### config.mk
export PLATFORM = sky130hd
export DESIGN_NAME = vic_sound_gen
export DESIGN_NICKNAME = d
export VERILOG_FILES = /design/src/rtl/vic_sound_pkg.sv /design/src/rtl/vic_sound_voice.sv /design/src/rtl/vic_sound_gen.sv
export SDC_FILE = /design/constraint.sdc
export NUM_CORES = 1
export LEC_CHECK = 0
export ABC_AREA = 1
export BUFFER_PORTS_ARGS = -buffer_cell sky130_fd_sc_hd__clkbuf_2
export CORE_MARGIN = 2
export CORE_UTILIZATION = 55
export DETAILED_ROUTE_END_ITERATION = 16
export PLACE_DENSITY = 0.79
export SYNTH_ARGS = -nofsm -noshare
export SYNTH_HDL_FRONTEND = slang
export SYNTH_SLANG_ARGS = --single-unit
### constraint.sdc
create_clock -name i_clk -period 3.1 [get_ports i_clk]
set_input_delay 0.465 -clock i_clk [delete_from_list [all_inputs] [get_ports i_clk]]
set_output_delay 0.465 -clock i_clk [all_outputs]
set_load 0.03 [all_outputs]
### src/rtl/vic_sound_pkg.sv
// Shared constants and width helpers for the parametrised VIC sound generator.
// Voices, prescaler and mixer all import this package.
package vic_sound_pkg;

  localparam int LFSR_W = 16;
  localparam logic [LFSR_W-1:0] LFSR_SEED = 16'h0001;
  // Feedback taps at bits 15, 13, 12 and 10.
  localparam logic [LFSR_W-1:0] LFSR_TAPS = 16'hB400;
  localparam int AMP_W = 4;

  function automatic int calc_aw(input int n_ch);
    return $clog2(n_ch + 1);
  endfunction

  function automatic int calc_out_w(input int n_ch);
    return $clog2(n_ch + 1) + AMP_W;
  endfunction

endpackage

### src/rtl/vic_sound_voice.sv
// One sound voice: an up-counter reloaded from the control byte on overflow.
// On each overflow event the output toggles (tone) or takes the next LFSR bit (noise).
module vic_sound_voice
  import vic_sound_pkg::*;
#(
  parameter int FREQ_W   = 7,
  parameter bit IS_NOISE = 1'b0
) (
  input  logic              clk,
  input  logic              rst_n,
  input  logic              tick,
  input  logic [FREQ_W:0]   ctl,
  input  logic              load,
  input  logic [FREQ_W-1:0] load_freq,
  output logic              ch
);

  logic              enable;
  logic [FREQ_W-1:0] freq;
  logic [FREQ_W-1:0] cnt;
  logic              fire;
  logic              noise_bit;

  assign enable = ctl[FREQ_W];
  assign freq   = ctl[FREQ_W-1:0];
  assign fire   = enable & tick & (&cnt);

  generate
    if (IS_NOISE) begin : g_noise
      logic [LFSR_W-1:0] lfsr;
      logic              fb;

      assign fb        = ^(lfsr & LFSR_TAPS);
      assign noise_bit = (lfsr == '0) ? LFSR_SEED[0] : fb;

      always_ff @(posedge clk) begin
        if (!rst_n) begin
          lfsr <= LFSR_SEED;
        end else if (fire) begin
          lfsr <= (lfsr == '0) ? LFSR_SEED : {lfsr[LFSR_W-2:0], fb};
        end
      end
    end else begin : g_tone
      assign noise_bit = 1'b0;
    end
  endgenerate

  // NOTE: sequential state uses non-blocking assignments so every register
  // samples the pre-edge values of its neighbours, independent of block order.
  always_ff @(posedge clk) begin
    if (!rst_n) begin
      cnt <= '0;
      ch  <= 1'b0;
    end else if (!enable) begin
      // An enabling write in this cycle must start the count from its new F.
      cnt <= load ? load_freq : freq;
      ch  <= 1'b0;
    end else if (tick) begin
      if (&cnt) begin
        cnt <= freq;
        ch  <= IS_NOISE ? noise_bit : ~ch;
      end else begin
        cnt <= cnt + 1'b1;
      end
    end
  end

endmodule

### src/rtl/vic_sound_gen.sv
// Parametrised VIC sound path: CPU register file with read-back, octave
// prescaler, N_CH tone/noise voices and an amplitude-scaled popcount mixer.
module vic_sound_gen
  import vic_sound_pkg::*;
#(
  parameter int N_CH     = 4,
  parameter bit NOISE_EN = 1'b1,
  parameter int PRE_LOG2 = 4,
  parameter int FREQ_W   = 7,
  parameter int AW       = calc_aw(N_CH),
  parameter int OUT_W    = calc_out_w(N_CH)
) (
  input  logic             i_clk,
  input  logic             i_reset_n,
  input  logic             i_ena,
  input  logic             i_we,
  input  logic [AW-1:0]    i_addr,
  input  logic [FREQ_W:0]  i_wdata,
  output logic [FREQ_W:0]  o_rdata,
  output logic [N_CH-1:0]  o_ch,
  output logic [OUT_W-1:0] o_audio
);

  localparam int PRE_W = PRE_LOG2 + N_CH - 1;
  localparam int CW    = FREQ_W + 1;

  logic [FREQ_W:0]   ctl [N_CH];
  logic [AMP_W-1:0]  amp;
  logic [PRE_W-1:0]  pre;
  logic [N_CH-1:0]   tick;
  logic [N_CH-1:0]   load;
  logic [FREQ_W:0]   rdata_next;
  logic [OUT_W-1:0]  active;
  logic [OUT_W-1:0]  mix;

  generate
    for (genvar k = 0; k < N_CH; k++) begin : g_voice
      // Channel k needs one more low prescaler bit of ones than channel k+1.
      assign tick[k] = i_ena & (&pre[PRE_W-1-k:0]);
      assign load[k] = i_we && (i_addr == AW'(k));

      vic_sound_voice #(
        .FREQ_W   (FREQ_W),
        .IS_NOISE (NOISE_EN && (k == N_CH - 1))
      ) u_voice (
        .clk       (i_clk),
        .rst_n     (i_reset_n),
        .tick      (tick[k]),
        .ctl       (ctl[k]),
        .load      (load[k]),
        .load_freq (i_wdata[FREQ_W-1:0]),
        .ch        (o_ch[k])
      );
    end
  endgenerate

  // NOTE: every combinational output gets a default first so no path can
  // leave it unassigned and infer a latch.
  always_comb begin
    rdata_next = '0;
    if (i_addr == AW'(N_CH)) rdata_next = CW'(amp);
    for (int k = 0; k < N_CH; k++) begin
      if (i_addr == AW'(k)) rdata_next = ctl[k];
    end
  end

  always_comb begin
    active = '0;
    for (int k = 0; k < N_CH; k++) begin
      active = active + OUT_W'(o_ch[k]);
    end
    mix = active * OUT_W'(amp);
  end

  // NOTE: the control register file is small and must read back as zero after
  // reset, so it is reset explicitly rather than left as uninitialised RAM.
  always_ff @(posedge i_clk) begin
    if (!i_reset_n) begin
      for (int k = 0; k < N_CH; k++) ctl[k] <= '0;
      amp     <= '0;
      pre     <= '0;
      o_rdata <= '0;
      o_audio <= '0;
    end else begin
      if (i_ena) pre <= pre + 1'b1;
      for (int k = 0; k < N_CH; k++) begin
        if (load[k]) ctl[k] <= i_wdata;
      end
      if (i_we && (i_addr == AW'(N_CH))) amp <= i_wdata[AMP_W-1:0];
      o_rdata <= rdata_next;
      o_audio <= mix;
    end
  end

endmodule

# [Yosys cells after proc, flatten, opt, wreduce, memory -nomap -nowiden]
# Memory sizes are Yosys's and may differ from the RTL's.
# Index checks and enable logic that the tools add are counted.
[totals] register_bits=74 ram_bits=32 input_bits=15 out_inout_bits=19 wordCells=108 mem_count=1
[memory_table] name="ctl" words=4 word_bits=8 rd=4 rd_clocked_by_memory_dff=0 wr=4 line="vic_sound_gen.sv:27" rtl="logic [FREQ_W:0] ctl [N_CH];"
[op_classes] n_addsub=8 n_mul=1 eq_ne=8 muxes=40 n_bitwise=13 n_reduce_logical=24
[op_table] op="$mux 7" n=16
[op_table] op="$mux 8" n=8
[op_table] op="$add 7x1->7 const B" n=5
[op_table] op="$reduce_and 7->1" n=5
[op_table] op="$reduce_and 8->1" n=4
[op_table] op="$logic_not 16->1" n=1
[op_table] op="$mux 16" n=1
[op_table] op="$reduce_xor 16->1" n=1
[op_table] op="$mux 1" n=14
[op_table] op="$ne 2x1->1 const B" n=4
[op_table] op="$reduce_and 2->1" n=4
[op_table] op="$mul 4x4->7" n=1
[op_table] op="$and 1x1->1" n=6
[op_table] op="$eq 3x2->1 const B" n=2
[op_table] op="$reduce_and 6->1" n=1
[op_table] op="$logic_and 1x1->1" n=5
[op_table] op="$reduce_and 5->1" n=1
[op_table] op="$add 3x1->4" n=1
[op_table] op="$mux 4" n=1
[op_table] op="$or 1x1->1" n=4
[op_table] op="$reduce_and 4->1" n=1
[op_table] op="$add 2x1->3" n=1
[op_table] op="$eq 3x1->1 const B" n=1
[op_table] op="$eq 3x3->1 const B" n=1
[op_table] op="3 further kinds" n=5

# [Logic depth before layout (Yosys ltp)]
[depth] depth_word=6 depth_mapped=13 mapped_depth_nobuf=13

# [Hierarchy]
# Synthesis repeated with hierarchy kept, for this count alone.
[hier_totals] cells_unflattened=859 area_unflattened_um2=6092.1
[modules_own_cells] mod="vic_sound_gen" n_inst=1 cells_per_inst=321 area_per_inst_um2=2775.2 seq_area_each_um2=1481.4
[modules_own_cells] mod="vic_sound_voice at g_voice[0].u_voice ..." n_inst=3 cells_per_inst=109 area_per_inst_um2=648.1 seq_area_each_um2=160.2
[modules_own_cells] mod="vic_sound_voice at g_voice[3].u_voice" n_inst=1 cells_per_inst=211 area_per_inst_um2=1372.6 seq_area_each_um2=480.5

# [Worst setup path before layout]
# Ideal clock, no wire load.
[synth_path] path_kind="register -> register" from="reg g_voice[0].u_voice.ch" to="reg o_audio[6]" setup_ps=119 arrival_time_ps=2999 required_ps=2981 setup_slack_ps=-19 path_stages_with_launch=13 n_path_buf=0 period_less_slack_ps=3119 cell_sequence="dfxtp_1 fa_1 ha_1 ha_1 nand2_1 fa_1 inv_1 ha_1 fa_1 nand3_1 nand2_1 o21ai_0 a21oi_1"
[synth_between] elab_chain_len=4
[synth_rtl] element="start: declaration" line="vic_sound_voice.sv:15" rtl="output logic ch"
[synth_rtl] element="start signal: assignment" line="vic_sound_voice.sv:61" rtl="ch <= IS_NOISE ? noise_bit : ~ch;"
[synth_rtl] element="$add 1x1->2" line="vic_sound_gen.sv:70" rtl="active = active + OUT_W'(o_ch[k]);"
[synth_rtl] element="$add 2x1->3" line="vic_sound_gen.sv:70"
[synth_rtl] element="$add 3x1->4" line="vic_sound_gen.sv:70"
[synth_rtl] element="$mul 4x4->7" line="vic_sound_gen.sv:72" rtl="mix = active * OUT_W'(amp);"
[synth_rtl] element="end signal: assignment" line="vic_sound_gen.sv:91" rtl="o_audio <= mix;"
[synth_rtl] element="end: declaration" line="vic_sound_gen.sv:21" rtl="output logic [OUT_W-1:0] o_audio"
# Every way passes these cells.
# A chain may end at the register's enable or synchronous reset.

# [Worst setup path in the final report]
[layout_path] from="reg g_voice[0].u_voice.ch" to="reg o_audio[5]"
# The elaborated chain is that of the path after synthesis.

==> reports/results.ini <==
[layout]
seqCellArea_um2 = 2445
drive_gt1_frac = 0.09929
nFillCells = 938
stdcell_area_um2 = 6360
stdcell_count = 982
final_net_count = 879
area_growth_pct = 8.797
diodes = 0
multi_input_area_um2 = 2948

[global_route]
grt_max_degree = 49
grt-busiest-layer = met2
global_route.usage.met3 = 0.04802
grtUsageMet2 = 0.4372
grt_pass1_wl_um = 24070
met1_usage = 0.3541
antenna_found_initial = 0
gr-total-overflow = 0
grt_pass1_vias = 5086
grt_usage = 0.2662

[critical_path]
cp-end-kind = flip-flop
start_kind = flip-flop
startpoint = g_voice[0].u_voice.ch
cp.arrival_ps = 3350
cp_max_fo = 4
cp.required_ps = 3370
r2r_start = g_voice[0].u_voice.ch
critical_path_class = reg -> reg

[sta]
fmax_mhz = 325.4
worstMarginPinSlew_ps = 690.1
slew-limit-headroom = 0.5394
hold_ws_ps = 340.9
setup_viol = 0
slew_viol_final = 0
fin_ws_ps = 27.25
fin_crit_ps = 3073
final-hold-violation-count = 0
skew_ps = 12.74
period_share = 0.9912

[worst_hold_path]
hold_class = in -> reg
hold_start = i_wdata[2]

[pwr]
vdd_drop_max_uv = 321.1
fin_total_pwr_uw = 2678
power_density_nw_per_um2 = 421.1
p_leak_uw = 0.002983

[logic_synthesis]
synth_nets = 852
synthesis.area_um2 = 5846
ys_seq_area_frac = 0.4178
ys_ff_latch = 106
synth_warnings = 0
avgSynthCellArea_um2 = 7.181
synth.distinct_cells = 39
syn_inst = 814

[place]
place_area_um2 = 6112
gp_congestion = 0.8991
port_buffers = 33
place_inst = 966
place_hpwl_um = 10690
dp_slack_ps = -61.63

[floorplanning]
die_h_um = 107.1
die-area_um2 = 11470
start_util = 0.5662
coreArea_um2 = 10320
die_w_um = 107.1
pin_count = 34
fp-row-count = 37

[detailed_routing]
post_drt_wl_per_cell_um = 14.95
drt_iter0_markers = 502
drc_errors = 0
ant_nets = 0
vias = 5518
via_per_inst = 5.619
drt-total-wl_um = 14680
dr.pass1.iters = 5

[outcome]
outcome = completed

[cts]
root_buffer = clkbuf_8
cts-buffers-inserted = 9
htreeDepth = 3
postCtsSetupRepairBufs = 0
clock_insertion_delay_worst_skew_ps = 380
clk_pin_slew_ps = 100
tritoncts = built
cts_sinks = 106
cts_max_path_buffers = 2

[flow_run]
maxCapViolCount = 0

==> final cells by class <==
class,count,share of cell area
multi-input cells,581,0.4635
flip-flops and latches,106,0.3844
inverters,101,0.06000
repair buffers,42,0.03659
well taps,136,0.02676
clock buffers,12,0.02459
clock inverters,4,0.004131
==> cell usage after synthesis <==
library cell / n / area share
ha_1: 20 / 0.043
xnor2_1: 5 / 0.0075
fa_1: 3 / 0.010
a21oi_2: 3 / 0.0045
o21bai_1: 1 / 0.0013
clkbuf_1: 10 / 0.0064
inv_1: 97 / 0.062
inv_4: 1 / 0.0011
o22ai_1: 2 / 0.0021
a22oi_1: 3 / 0.0039
o211ai_1: 6 / 0.0077
clkinv_1: 3 / 0.0019
buf_2: 9 / 0.0077
o21ai_0: 55 / 0.047
nor2_1: 104 / 0.067
nor2_8: 1 / 0.0034
nand4_1: 5 / 0.0054
nor2_2: 2 / 0.0021
nor3_1: 3 / 0.0026
dfxtp_1: 74 / 0.25
or2_2: 1 / 0.0011
xor2_1: 4 / 0.0060
a41oi_1: 1 / 0.0015
nand2_4: 1 / 0.0019
a211oi_1: 1 / 0.0013
nand3b_1: 5 / 0.0064
a21oi_1: 52 / 0.045
nor2_4: 4 / 0.0077
nand2_1: 207 / 0.13
nand3_2: 1 / 0.0017
o31ai_1: 1 / 0.0013
buf_4: 4 / 0.0051
nand3_1: 82 / 0.070
nor3_2: 1 / 0.0017
a31oi_1: 4 / 0.0043
edfxtp_1: 32 / 0.16
nand2_2: 3 / 0.0032
buf_1: 1 / 0.00064
buf_6: 2 / 0.0039
==> repair_timing <==
action / in CTS / in global routing
pin swaps: 0 / 4
gates resized for setup: 2 / 9
hold buffers: 0 / 0
setup endpoints to repair: 2 / 3
==> metal layers <==
| metal | part of all wire | vias to the layer above | wire, um |
|---|---|---|---|
| li1 | - | 2694 | - |
| met1 | 0.43 | 2572 | 6342 |
| met2 | 0.47 | 219 | 6932 |
| met3 | 0.072 | 33 | 1061 |
| met4 | 0.024 | 0 | 348 |
| met5 | 0 | - | 0 |
==> flip-flops by register name, indices dropped and copies added (netlist names) <==
register                      count
ctl                              32
g_voice.u_voice.cnt              28
g_voice.u_voice.g_noise.lfsr     16
o_rdata                           8
o_audio                           7
pre                               7
amp                               4
g_voice.u_voice.ch                4
==> stage by stage <==
stage / util / setup TNS [ps]
after floorplan: - / 0
after global placement: 0.5920 / 0
after detailed placement: 0.5920 / -89.39
after CTS: 0.6110 / 0
after global routing: 0.6160 / -113.1
final: 0.6160 / 0
==> layout by cell type (no fill, tap or decap), types with 5 or more instances in the layout <==
cell type and count:
nand3b_1 5, nand4_1 5, dfxtp_1 72, a21oi_1 52
clkbuf_8 9, clkbuf_2 33, edfxtp_1 32, o211ai_1 6
nand3_1 82, nor2_1 104, nand2_1 207, inv_1 97
buf_4 9, ha_1 14, o21ai_0 54
==> path summary, 6_finish.rpt <==
| path | cells past startpoint | to | slack [ps] |
|---|---|---|---|
| worst max register to register | 13 | o_audio[5] | 30 |
| worst max-delay path | 13 | o_audio[5] | 30 |
| worst min-delay path | 3 | amp[2] | 340 |
| worst min register to register | 2 | g_voice[3].u_voice.g_noise.lfsr[7] | 480 |
==> power by group <==
| part | internal, uW | switching [uW] | leakage (uW) |
|---|---|---|---|
| Sequential | 1500 | 65.6 | 0.000915 |
| Clock | 342 | 472 | 0.0000919 |
| Combinational | 96.1 | 208 | 0.00198 |
==> cell families after synthesis <==
| logic type | after synthesis | synth area share |
|---|---|---|
| XOR/XNOR | 9 | 0.01348 |
| buffers and inverters | 127 | 0.08904 |
| AO/OA/AOI/OAI | 129 | 0.1194 |
| adder cells (fa/ha/maj) | 23 | 0.05308 |
| AND/OR/NAND/NOR | 420 | 0.3071 |
| flip-flops | 106 | 0.4178 |
==> worst max-delay path, stage by stage, from the launching register on <==
cell     delay, ps
dfxtp_2        340
fa_1           530
ha_2           180
ha_4           200
buf_4          130
nand2_1         50
inv_1           40
ha_1           280
ha_1           300
ha_2           330
a21oi_1        220
nand2_1        110
o21ai_0        180
a21oi_1         60
(Power assumes the default switching activity.)
